==> config.mk <==
export PLATFORM = sky130hd
export DESIGN_NAME = eca_array_engine
export DESIGN_NICKNAME = d
export VERILOG_FILES = /design/src/rtl/eca_array_engine.sv
export SDC_FILE = /design/constraint.sdc
export NUM_CORES = 1
export LEC_CHECK = 0
export BUFFER_PORTS_ARGS = -buffer_cell sky130_fd_sc_hd__buf_2
export CELL_PAD_IN_SITES_DETAIL_PLACEMENT = 0
export CELL_PAD_IN_SITES_GLOBAL_PLACEMENT = 1
export CORE_ASPECT_RATIO = 0.75
export CORE_UTILIZATION = 40
export DETAILED_ROUTE_END_ITERATION = 7
export PLACE_DENSITY_LB_ADDON = 0.25
export SYNTH_ARGS = -nofsm -noshare
export SYNTH_HDL_FRONTEND = slang
export SYNTH_SLANG_ARGS = --single-unit
==> constraint.sdc <==
create_clock -name clk -period 3.9 [get_ports clk]
set_input_delay 0.975 -clock clk [delete_from_list [all_inputs] [get_ports clk]]
set_output_delay 0.975 -clock clk [all_outputs]
set_load 0.02 [all_outputs]
==> src/rtl/eca_array_engine.sv <==
// Elementary cellular automaton engine: loads a rule, seed and boundary mode, then streams generations 0..gens.
// Optional macro ECA_FIXED_POINT_EN ends a job early once the next generation equals the current one.
module eca_array_engine #(
   parameter int N     = 8,
   parameter int GEN_W = 16
) (
   input  logic             clk,
   input  logic             rst,
   input  logic             load_valid,
   output logic             load_ready,
   input  logic [7:0]       load_rule,
   input  logic [N-1:0]     load_state,
   input  logic [1:0]       load_bound,
   input  logic [GEN_W-1:0] load_gens,
   output logic             out_valid,
   input  logic             out_ready,
   output logic [N-1:0]     out_state,
   output logic [GEN_W-1:0] out_gen,
   output logic             done,
   output logic             fixed_pt
);

   typedef enum logic [1:0] {IDLE, RUN, DONE} state_t;

   state_t           state, state_nxt;
   logic [7:0]       rule_q;
   logic [1:0]       bound_q;
   logic [GEN_W-1:0] gens_q;
   logic             left_edge, right_edge;
   logic [N+1:0]     ext;
   logic [N-1:0]     next_cells;
   logic             beat_acc, last_beat, hit_fixed;

   // Edge neighbours: left of cell N-1 and right of cell 0; mode 11 behaves as wrap.
   always_comb begin
      left_edge  = out_state[0];
      right_edge = out_state[N-1];
      case (bound_q)
         2'b01: begin
            left_edge  = 1'b0;
            right_edge = 1'b0;
         end
         2'b10: begin
            left_edge  = 1'b1;
            right_edge = 1'b1;
         end
         default: ;
      endcase
   end

   assign ext = {left_edge, out_state, right_edge};

   // ext[i] is the right neighbour of cell i, so {L,C,R} is the 3-bit window ending at ext[i+2].
   always_comb begin
      next_cells = '0;
      for (int i = 0; i < N; i++) begin
         next_cells[i] = rule_q[ext[i+2 -: 3]];
      end
   end

`ifdef ECA_FIXED_POINT_EN
   assign hit_fixed = (next_cells == out_state);
`else
   assign hit_fixed = 1'b0;
`endif

   assign beat_acc  = out_valid & out_ready;
   assign last_beat = (out_gen == gens_q) | hit_fixed;

   always_ff @(posedge clk) begin
      if (rst) state <= IDLE;
      else     state <= state_nxt;
   end

   always_comb begin
      state_nxt  = state;
      load_ready = 1'b0;
      out_valid  = 1'b0;
      done       = 1'b0;
      case (state)
         IDLE: begin
            load_ready = 1'b1;
            if (load_valid) state_nxt = RUN;
         end
         RUN: begin
            out_valid = 1'b1;
            if (beat_acc && last_beat) state_nxt = DONE;
         end
         DONE: begin
            done      = 1'b1;
            state_nxt = IDLE;
         end
         default: state_nxt = IDLE;
      endcase
   end

   // The final beat leaves out_state/out_gen untouched, so out_gen can never pass gens_q.
   always_ff @(posedge clk) begin
      if (rst) begin
         rule_q    <= '0;
         bound_q   <= '0;
         gens_q    <= '0;
         out_state <= '0;
         out_gen   <= '0;
      end else if (state == IDLE && load_valid) begin
         rule_q    <= load_rule;
         bound_q   <= load_bound;
         gens_q    <= load_gens;
         out_state <= load_state;
         out_gen   <= '0;
      end else if (state == RUN && beat_acc && !last_beat) begin
         out_state <= next_cells;
         out_gen   <= out_gen + GEN_W'(1);
      end
   end

`ifdef ECA_FIXED_POINT_EN
   always_ff @(posedge clk) begin
      if (rst)                                 fixed_pt <= 1'b0;
      else if (state == IDLE && load_valid)    fixed_pt <= 1'b0;
      else if (state == RUN && beat_acc && hit_fixed) fixed_pt <= 1'b1;
   end
`else
   assign fixed_pt = 1'b0;
`endif

endmodule

# == Word-level counts from Yosys, hierarchy flattened ==
# Index checks and enable logic that the tools add are counted.
# classes
add_sub_neg,1
order_cmp,8
n_eq_ne,7
n_mux,26
n_bitwise,1
n_reduce_logical,9
# op_table
op,count
$lt 3x4->1 const B,8
$bmux 1 s3,8
$add 16x1->16 const B,1
$eq 16x16->1,1
$mux 8,2
$mux 1,11
$eq 2x1->1 const B,2
$eq 2x2->1 const B,2
$logic_and 1x1->1,4
$mux 2,2
$ne 2x2->1 const B,2
$pmux 1 s2,2
$pmux 2 s2,1
$logic_not 2->1,1
$reduce_and 2->1,1
$reduce_bool 2->1,1
$reduce_or 2->1,1
$and 1x1->1,1
$logic_not 1->1,1
# totals
regBits,52
input_bits,38
output_inout_bits,28

# == Depth between registers and ports, before layout ==
# depth
word_depth,7
depth_mapped,8
depth_no_buf,6

# == Least setup slack after synthesis ==
# Ideal clock, no wire load.
# synth_path
kind,input -> register
start,in load_valid
end,reg out_state[7]
arrival_ps,2083
required_ps,3767
slack_ps,1685
path_stages,6
cell_sequence,or3b_2 -> nand2b_1 -> clkbuf_1 -> nor2_1 -> nand4_1 -> nand3_1
# synth_between
elab_chain_len,2
# synth_lines
element,line,text
from (decl),9,"input logic load_valid,"
$logic_and 1x1->1 (*),105,end else if (state == IDLE && load_valid) begin
$mux 8 / $reduce_bool 2->1 (equally long branches),-,
to (signal assigned),109,out_state <= load_state;
to (signal assigned),112,out_state <= next_cells;
to (decl),17,"output logic [N-1:0] out_state,"
# Every way passes the cells marked *; elsewhere a longest branch is shown, timed or not.
# A chain may end at the register's enable or synchronous reset.

# == Final worst setup path ==
# layout_path
start,in rst
end,reg out_gen[13]
# layout_between
elab_chain_len,1
# layout_lines
element,line,text
from (decl),8,"input logic rst,"
$reduce_or 2->1 (no source line),-,
to (signal assigned),113,out_gen <= out_gen + GEN_W'(1);
to (decl),18,"output logic [GEN_W-1:0] out_gen,"
# Every way passes these cells.

==> out/metrics.yaml <==
yosysMostFrequentCell: "nand2_1"
wirelength_um: 7870
ys_seq_area_frac: 0.358
die_w_um: 100
cts_tree: "yes"
ant_nets: 0
finalSetupTns_ns: 0
grtUsageTotal: 0.218
dr_wl_met3_um: 615
reg2reg_depth: 5
core_area_sq_um: 6930
period_needed_ns: 2.35
power_density_nw_per_um2: 362
hold_path_class: "reg -> reg"
grt_pass1_wl_um: 12700
crit_required_ns: 4.11
place_hpwl_um: 5370
dp_cells: 492
synth_top_cell_by_area: "dfxtp_1"
antenna_found_initial: 0
postCtsResizedCells: 0
cp.arrival_ns: 2.56
ys_warn_count: 0
rsz0062_at_grt: "false"
synth_common_cells: "65 x nand2_1, 52 x dfxtp_1, 42 x a21oi_1"
timing.final.crit_share: 0.603
rows: 26
viasPerCell: 5.52
cts.sinks: 52
ff2ff_setup_slack_ns: 1.73
h-tree-depth: 2
startpoint: "rst"
async_reset_ff_frac: 0
yosysUniqueCellTypes: 41
slew_viol_final: 0
drtIter0Drc: 244
grt_pass1_vias: 2481
antenna_cells: 0
setup_violations: 0
fin_cells: 500
fin_skew_ns: 0.00911
syn_nets: 396
fmax_mhz: 425
synthTopCellsByArea: "dfxtp_1 36%, nand2_1 8.4%, a21oi_1 7.2%"
ir_drop_uv: 162
place.gp.congestion: 0.811
ios: 66
p_leak_uw: 0.00137
fillers: 725
grt_max_degree: 39
crit_end: "out_gen[13]$_SDFFE_PP0P_"
io_buffers: 64
cts_root_buf: "clkbuf_8"
top_layer: "met4"
start_kind: "primary input"
ys_ff_latch: 52
tightest_slew_ns: 0.728
hold_violations: 0
start_util: 0.419
drc: 0
post-cts-setup-buffers: 0
drv_cap: 0
critPathKind: "in -> reg"
endpoint_kind: "flip-flop"
ys.flop_type: "dfxtp_1"
nets: 441
fin_ws_ns: 1.55
clock_latency_ns: 0.31
syn_inst: 356
dp_slack_ns: 1.27
die_height_um: 75.8
gr-total-overflow: 0
status: "completed"
wl_met1_um: 4050
layout-drive-gt1-share: 0.239
rr_startpoint: "out_gen[12]$_SDFFE_PP0P_"
vias: 2762
routedWlPerCell_um: 15.7
dieArea_sq_um: 7610
wl_met2_um: 3160
drtPass1Iterations: 5
fin_total_pwr_uw: 1220
r2r-end: "state[0]$_SDFFE_PP0P_"
yosysTopAreaCellShare: 0.358
cp_max_fo: 38
numCtsBuffers: 5
synth_edf_count: 0
area_growth_pct: 15.7
syn-mean-instance-area_sq_um: 8.16
clockBufferDepth: 2
max-slew-margin-rel: 0.515
syn_area_sq_um: 2910
cts.clk_slew.worst_paths_ns: 0.10
cts-hold-fix-buffers: 0
worst min-delay path by stage:
stage / startpoint / cells after the start / endpoint
after floorplan: bound_q[0]$_SDFFE_PP0P_ / 2 / bound_q[0]$_SDFFE_PP0P_
after global placement: bound_q[1]$_SDFFE_PP0P_ / 2 / bound_q[1]$_SDFFE_PP0P_
after CTS: bound_q[0]$_SDFFE_PP0P_ / 2 / bound_q[0]$_SDFFE_PP0P_
final: bound_q[0]$_SDFFE_PP0P_ / 2 / bound_q[0]$_SDFFE_PP0P_
after global routing: bound_q[0]$_SDFFE_PP0P_ / 2 / bound_q[0]$_SDFFE_PP0P_
after detailed placement: bound_q[0]$_SDFFE_PP0P_ / 2 / bound_q[0]$_SDFFE_PP0P_
layout by cell type (no fill, tap or decap), types with 3 or more instances in the layout:
cell,count
and3_1,3
clkbuf_8,5
and2_1,4
nor2b_1,6
a311oi_1,5
nor4_1,9
or3_1,3
a21oi_1,42
or2_2,8
o31ai_1,6
o311ai_0,3
nand4_1,7
nor3_1,3
a2111oi_0,14
inv_1,9
or4_1,5
nand2_1,65
nor2_1,14
o21ai_0,9
mux2i_1,8
dfxtp_1,52
xor2_1,16
nand3_1,10
buf_2,64
mux4_2,8
metrics by stage:
| stage | instance area, sq um | utilization | hold slack, ns |
|---|---|---|---|
| after floorplan | 2910 | - | 0.436 |
| after global placement | 3250 | 0.468 | 0.448 |
| after detailed placement | 3250 | 0.468 | 0.453 |
| after CTS | 3360 | 0.485 | 0.468 |
| after global routing | 3360 | 0.485 | 0.489 |
| final | 3360 | 0.485 | 0.468 |
worst max-delay path: stages:
cell	delay [ns]
buf_2	0.32
nand2b_1	0.56
or2_2	0.43
o41ai_1	0.26
registers in the layout, summed over array words and instances, names as in the netlist:
name / cells
out_gen: 16
bound_q: 2
out_state: 8
state: 2
gens_q: 16
rule_q: 8
power by group:
group	switching (uW)	leakage (uW)	internal [uW]
Sequential	47.7	0.000425	558
Combinational	131	0.000892	95.3
Clock	192	0.0000548	194
cell families (layout without fill, tap and decap cells):
kind of cell	count (synthesis)	in the layout	synth area share
other	1	1	0.00129
muxes	17	17	0.0935
DFF	52	52	0.358
adders and majority gates	2	2	0.00861
and+or+nand+nor	147	147	0.254
AOI/OAI and AO/OA	84	84	0.184
xor gates and xnor gates	16	16	0.0482
buffers and inverters	37	83	0.0521
metal layers:
metal  global-route usage  vias up
met5                    0        -
met4               0.0386        0
met3               0.0422        4
met2                0.320      116
met1                0.333     1259
li1                     -     1383
final cells by class:
cell class	count	area (sq um)	area share
repair buffers	66	335	0.0998
inverters	9	33.8	0.0101
multi-input cells	267	1710	0.510
clock inverters	3	46.3	0.0138
clock buffers	5	68.8	0.0205
well taps	98	123	0.0365
flip-flops and latches	52	1040	0.310
Note: power is estimated with default switching activity, not from simulation.
